<file path="config.mk">
export PLATFORM = sky130hd
export DESIGN_NAME = multdiv_sequencer
export DESIGN_NICKNAME = d
export VERILOG_FILES = /design/src/rtl/multdiv_sequencer_pkg.sv /design/src/rtl/multdiv_sequencer_md_watchdog.sv /design/src/rtl/multdiv_sequencer.sv
export SDC_FILE = /design/constraint.sdc
export NUM_CORES = 1
export LEC_CHECK = 0
export BUFFER_PORTS_ARGS = -buffer_cell sky130_fd_sc_hd__buf_2
export CAP_MARGIN = 10
export CORE_UTILIZATION = 45
export CTS_BUF_LIST = sky130_fd_sc_hd__clkbuf_8
export CTS_CLUSTER_SIZE = 28
export DETAILED_ROUTE_END_ITERATION = 10
export GPL_ROUTABILITY_DRIVEN = 0
export PLACE_DENSITY = 0.89
export SLEW_MARGIN = 20
export SYNTH_ARGS = -nofsm -noshare
export SYNTH_HDL_FRONTEND = slang
export SYNTH_HIERARCHICAL = 1
export SYNTH_SLANG_ARGS = --single-unit
</file>
<file path="constraint.sdc">
create_clock -name clock -period 1.8 [get_ports clock]
set_clock_uncertainty 0.1 [all_clocks]
set_input_delay 0.09 -clock clock [delete_from_list [all_inputs] [get_ports clock]]
set_output_delay 0.09 -clock clock [all_outputs]
set_load 0.01 [all_outputs]
</file>
<file path="src/rtl/multdiv_sequencer_pkg.sv">
// Shared encodings for the MUL/DIV sequencer: R-type decode fields, rstatus
// codes written on exception, and the sequencer FSM state encoding.
package multdiv_sequencer_pkg;

  localparam logic [4:0]  ALU_RTYPE   = 5'b00000;
  localparam logic [4:0]  ALU_MUL     = 5'b00110;
  localparam logic [4:0]  ALU_DIV     = 5'b00111;
  localparam logic [4:0]  RSTATUS_REG = 5'd30;
  localparam logic [31:0] RSTATUS_MUL = 32'd4;
  localparam logic [31:0] RSTATUS_DIV = 32'd5;

  typedef enum logic [1:0] {
    ST_IDLE = 2'd0,
    ST_BUSY = 2'd1,
    ST_DONE = 2'd2
  } state_t;

endpackage

</file>
<file path="src/rtl/multdiv_sequencer_md_watchdog.sv">
// Busy-cycle counter for the mult/div unit; flags the last cycle the
// sequencer is willing to wait before forcing an exception.
module md_watchdog #(
  parameter int MAX_CYCLES = 40,
  parameter int CNT_W      = 6
) (
  input  logic clock,
  input  logic reset_n,
  input  logic clear,
  input  logic enable,
  output logic expired
);

  logic [CNT_W-1:0] count;

  always_ff @(posedge clock or negedge reset_n) begin
    if (!reset_n) begin
      count <= '0;
    end else if (clear) begin
      count <= '0;
    end else if (enable) begin
      count <= count + 1'b1;
    end
  end

  assign expired = (count == CNT_W'(MAX_CYCLES - 1));

endmodule

</file>
<file path="src/rtl/multdiv_sequencer.sv">
// Issues start pulses to the multi-cycle mult/div unit, stalls the pipeline
// while it works, and presents a single-cycle writeback of result or rstatus.
module multdiv_sequencer
  import multdiv_sequencer_pkg::*;
#(
  parameter int MAX_CYCLES = 40,
  parameter int CNT_W      = 6
) (
  input  logic        clock,
  input  logic        reset_n,
  input  logic [31:0] insn,
  input  logic        insn_valid,
  input  logic        flush,
  input  logic [31:0] md_result,
  input  logic        md_exception,
  input  logic        md_ready,
  output logic        ctrl_mult,
  output logic        ctrl_div,
  output logic        stall,
  output logic        busy,
  output logic        wb_valid,
  output logic [4:0]  wb_rd,
  output logic [31:0] wb_data
);

  state_t      state, state_next;
  logic        is_div_insn, is_md, start, capture, timeout;
  logic        wd_clear, wd_expired;
  logic [4:0]  rd_q;
  logic        op_div_q;
  logic [31:0] result_q;
  logic        exc_q;
  logic        unused_insn_bits;

  assign unused_insn_bits = ^{insn[21:7], insn[1:0]};

  assign is_div_insn = (insn[6:2] == ALU_DIV);
  assign is_md   = insn_valid && (insn[31:27] == ALU_RTYPE) &&
                   ((insn[6:2] == ALU_MUL) || is_div_insn);
  assign start   = (state == ST_IDLE) && is_md && !flush;
  assign capture = (state == ST_BUSY) && !flush && md_ready;
  assign timeout = (state == ST_BUSY) && !flush && !md_ready && wd_expired;

  // Counter runs only while BUSY; any other state or a flush zeroes it.
  assign wd_clear = (state != ST_BUSY) || flush;

  md_watchdog #(
    .MAX_CYCLES (MAX_CYCLES),
    .CNT_W      (CNT_W)
  ) u_watchdog (
    .clock   (clock),
    .reset_n (reset_n),
    .clear   (wd_clear),
    .enable  (state == ST_BUSY),
    .expired (wd_expired)
  );

  always_ff @(posedge clock or negedge reset_n) begin
    if (!reset_n) begin
      state     <= ST_IDLE;
      ctrl_mult <= 1'b0;
      ctrl_div  <= 1'b0;
      rd_q      <= '0;
      op_div_q  <= 1'b0;
      result_q  <= '0;
      exc_q     <= 1'b0;
    end else begin
      state     <= state_next;
      ctrl_mult <= start && !is_div_insn;
      ctrl_div  <= start && is_div_insn;
      if (start) begin
        rd_q     <= insn[26:22];
        op_div_q <= is_div_insn;
      end
      if (capture) begin
        result_q <= md_result;
        exc_q    <= md_exception;
      end else if (timeout) begin
        result_q <= '0;
        exc_q    <= 1'b1;
      end
    end
  end

  always_comb begin
    state_next = state;
    stall      = 1'b0;
    busy       = 1'b0;
    wb_valid   = 1'b0;
    wb_rd      = '0;
    wb_data    = '0;
    case (state)
      ST_IDLE: begin
        // Stall is combinational from decode; masked so reset forces it low.
        if (start) begin
          stall      = reset_n;
          state_next = ST_BUSY;
        end
      end
      ST_BUSY: begin
        stall = 1'b1;
        busy  = 1'b1;
        if (flush) begin
          state_next = ST_IDLE;
        end else if (md_ready || wd_expired) begin
          state_next = ST_DONE;
        end
      end
      ST_DONE: begin
        busy       = 1'b1;
        state_next = ST_IDLE;
        if (!flush) begin
          wb_valid = 1'b1;
          wb_rd    = exc_q ? RSTATUS_REG : rd_q;
          wb_data  = exc_q ? (op_div_q ? RSTATUS_DIV : RSTATUS_MUL) : result_q;
        end
      end
      default: state_next = ST_IDLE;
    endcase
  end

endmodule

</file>
==> summary by stage <==
Outcome
The run finished, with violations left. The final reports fail on negative setup slack.

Yosys
sky130_fd_sc_hd__dfrtp_1 takes more of the synthesized area than any other cell. After synthesis the cells add up to around 0.0023 mm2. The post-synthesis sequential element count is 49.

The netlist uses 34 different library cells. The share of synthesized area occupied by flip-flops and latches is between 50% and 60%. The net count after synthesis is 271. The total of warnings raised by yosys is 6. Sorting the synthesized cells by area gives the leading types as sky130_fd_sc_hd__dfrtp_1 54%, sky130_fd_sc_hd__a22o_1 12%, sky130_fd_sc_hd__and2_1 8.8%. The cell count after synthesis came out at between 150 and 200. The share of the synthesized area in the top cell type is 54.2%. In this run the mean area of a mapped cell was 11.5 um2.

Critical path
The worst setup path is launched from a flip-flop. Along the worst path, the maximum fanout reaches 4. The critical path goes through inv_2, ha_4, nor4b_4, nand3_2, o21bai_1, buf_2. The startpoint of the worst-slack reg-to-reg timing path is state[1].

The largest stage delay on the critical path is 0.40 ns. The classification of the worst setup path is reg -> out. The required time reported for the critical path endpoint is roughly 1.6 ns.

The sort of element at the end of the critical path is an output port. The critical register-to-register path endpoint is result_q[26]. The worst register-to-register path has a depth of 7.

The slowest cell on the critical path is sky130_fd_sc_hd__dfrtp_1. The endpoint arrival time on the critical path is 1.65 ns. In this run the register-to-register setup slack is 0.05 ns.

Floorplan
The die is around 73 um tall. In this run the standard cell core region covers between 0.004 and 0.005 mm2. Row generation in the floorplan step produced 25 rows. The horizontal die dimension is 72.9 um. The die covers 0.00531 mm2. The effective utilization at floorplan is 47.3%. The I/O pin count is 112.

Clocking
The count of clock tree sinks is between 40 and 50. The number of H-tree branching levels is 2. The maximum count of clock buffers along a single path is 2. The clock tree from TritonCTS is done. The tree is rooted in a sky130_fd_sc_hd__clkbuf_8. The CTS clock-pin slew for the worst setup and hold paths is ~0.090 ns.

Counting the buffers created by CTS gives 5. The later pin in the worst-skew pair is clocked with a latency of 0.29 ns.

Route
The number of detailed-route iterations in the first pass is 4. In the routed design, unresolved DRC markers number 0. The wire length per cell after detailed routing is about 16 um. In this run, the number of DRC markers left after iteration 0 of detailed routing was 72. The total detailed-routing wirelength is 6650 um. The total via count after detailed routing is 2098. The via density per instance is 5.08.

The detail route stage leaves a number of antenna-violating nets equal to 0.

Placed design
Buffers placed on the I/O ports in this run total between 90 and 100. The post-detailed-placement half-perimeter wirelength is between 3000 and 4000 um. Before CTS, the worst setup slack after placement is 0.0435 ns.

Global route
Summed over all layers, the global routing overflow is 0. The number of global-route vias before repair is 2091. Entering global routing, the biggest net connects 50 pins.

The overall fraction of global-route tracks in use is 23.7%. The initial antenna violation count came to 0. The first-pass GRT wire length is 9540 um.

Cells and area
The share of cells above drive strength 1 is 43.6%. Relative to the synthesized area, the layout overhead comes to 59.9%. In the final design database the tool counted 419 nets. 0 antenna diodes ended up in the layout.

The utilization after layout is 75.6%.

Pwr
The design draws 2.41 mW. The internal power component is 1.85 mW. The analysis attributes to net switching a power of about 0.57 mW. The fraction of power consumed by the clock network is between 30% and 40%. Dividing total power by cell area gives a power density of about 670 mW/mm2. For this design the static power due to leakage is 1.92 nW. Sequential cells account for 48.0% of the total power.

The switching share of total power is 23.5%. The worst vdd rail ir drop is 599 uV. Combinational cells account for 19.5% of the total power.

Timing
Across all hold checks on the routed design, the worst slack comes to between 0.15 and 0.2 ns. Setup repair after global routing could not meet its margin everywhere. For the pin with the worst max-slew slack, the measured transition is about 0.6 ns.

For this run, the top clock speed supported by timing is approximately 540 MHz. Of the available clock period, the critical path in the final layout requires 102%. The minimum setup slack in the final design is -0.0382 ns. The count of pins over their slew limit is 0.

Subtracting the final worst setup slack from the clock period gives 1.84 ns. The total of endpoints with negative setup slack in the final report is 27. Measured against its own limit, the worst slew margin works out to 60.0%.

The count of endpoints failing hold in the final timing report is 0.

Hold path
The path category of the worst min-delay check is in -> reg. The startpoint identified for the worst hold timing path is insn[6]. The instance count along the most critical hold path is 5. The worst hold path terminates at ctrl_div.

Job
The number of max-cap violations is 0.
==> layout make-up <==
type / instances / area, um2
Inverter: 7 / 26.3
Timing Repair Buffer: 155 / 1130
Multi-Input combinational cell: 127 / 1030
Tap cell: 67 / 83.8
Clock buffer: 6 / 82.6
Fill cell: 310 / 1170
Clock inverter: 2 / 33.8
Sequential cell: 49 / 1230
==> registers in the layout, indices dropped and copies added, names as in the netlist <==
register	count
ctrl_div	1
ctrl_mult	1
exc_q	1
op_div_q	1
rd_q	5
result_q	32
state	2
u_watchdog/count	6
==> critical path, delay by kind of cell, from the launching register on <==
kind	cells	cell delay, ns
adders and majority gates	1	0.14
AOI/OAI and AO/OA	1	0.18
DFF	1	0.40
and+or+nand+nor	2	0.36
buffers and inverters	2	0.28
==> repair_timing <==
| item | in CTS | in global routing |
|---|---|---|
| buffers inserted | 5 | 4 |
| resized for setup | 10 | 44 |
| pin swaps | 5 | 12 |
| hold buffers | 40 | 0 |
| endpoints found under the setup margin | 32 | 72 |
| hold endpoints to repair | 90 | 0 |
| gates cloned | 0 | 3 |
==> cells by family (layout without fill, tap and decap cells) <==
| kind of cell | count (synthesis) | in the layout | share of synthesized area, % |
|---|---|---|---|
| AOI/OAI and AO/OA | 42 | 42 | 15.7 |
| muxes | 9 | 9 | 5.14 |
| DFF | 49 | 49 | 54.2 |
| buffers and inverters | 21 | 170 | 4.31 |
| xor gates and xnor gates | 4 | 4 | 1.55 |
| adders and majority gates | 4 | 4 | 2.21 |
| and+or+nand+nor | 68 | 68 | 16.9 |
==> cell usage after synthesis, drive strengths merged <==
library cell	n
ha	4
inv	7
mux2i	3
o22ai	1
a22oi	1
nand3	3
xnor2	1
a211oi	1
a21oi	2
and2	32
a22o	32
o21ba	1
and3	1
dfrtp	49
nand2b	1
mux2	6
o21bai	1
and4b	1
nor2	21
nand4b	1
nand2	2
a21o	1
buf	10
o21ai	2
xor2	3
nor2b	1
nand4	2
nor4	1
clkbuf	4
or3	1
nor4b	1
==> power by group through the flow <==
stage / combinational (mW) / clock, mW / sequential [mW]
2_1_floorplan: 0.141 / 0 / 1.17
3_3_place_gp: 0.282 / 0 / 1.17
3_5_place_dp: 0.296 / 0 / 1.18
4_1_cts: 0.417 / 0.800 / 1.16
5_1_grt: 0.503 / 0.857 / 1.16
6_report: 0.470 / 0.785 / 1.16
==> per-layer routing <==
metal  global-route usage (%)  wire, um
met5                        0         0
met4                     5.66        69
met3                     4.42       309
met2                     43.9      3630
met1                     28.4      2640
==> layout by cell type (no fill, tap or decap), types with 10 or more instances in the layout <==
master,synthesis,routed
sky130_fd_sc_hd__and2_4,0,10
sky130_fd_sc_hd__buf_6,1,17
sky130_fd_sc_hd__buf_2,9,85
sky130_fd_sc_hd__and2_1,32,22
sky130_fd_sc_hd__buf_4,0,11
sky130_fd_sc_hd__nor2_1,21,19
sky130_fd_sc_hd__dfrtp_1,49,49
sky130_fd_sc_hd__dlygate4sd3_1,0,40
sky130_fd_sc_hd__a22o_1,32,32
==> metrics by stage <==
stage	TNS (ns)	instance area [um2]	cells
finish	-0.215	3620	413
floorplan	0	2260	197
global placement	0	2820	354
global route	-2.66	3620	413
detailed placement	0	2820	354
CTS	-0.669	3420	407
==> worst max-delay path by stage <==
stage	endpoint	start	slack (ns)
floorplan	op_div_q	state[0]	0.13
global placement	result_q[27]	state[1]	0.12
detailed placement	result_q[13]	state[1]	0.04
CTS	wb_data[15]	state[0]	-0.04
global route	stall	state[0]	-0.15
finish	stall	state[0]	-0.04
(Power assumes the default switching activity.)
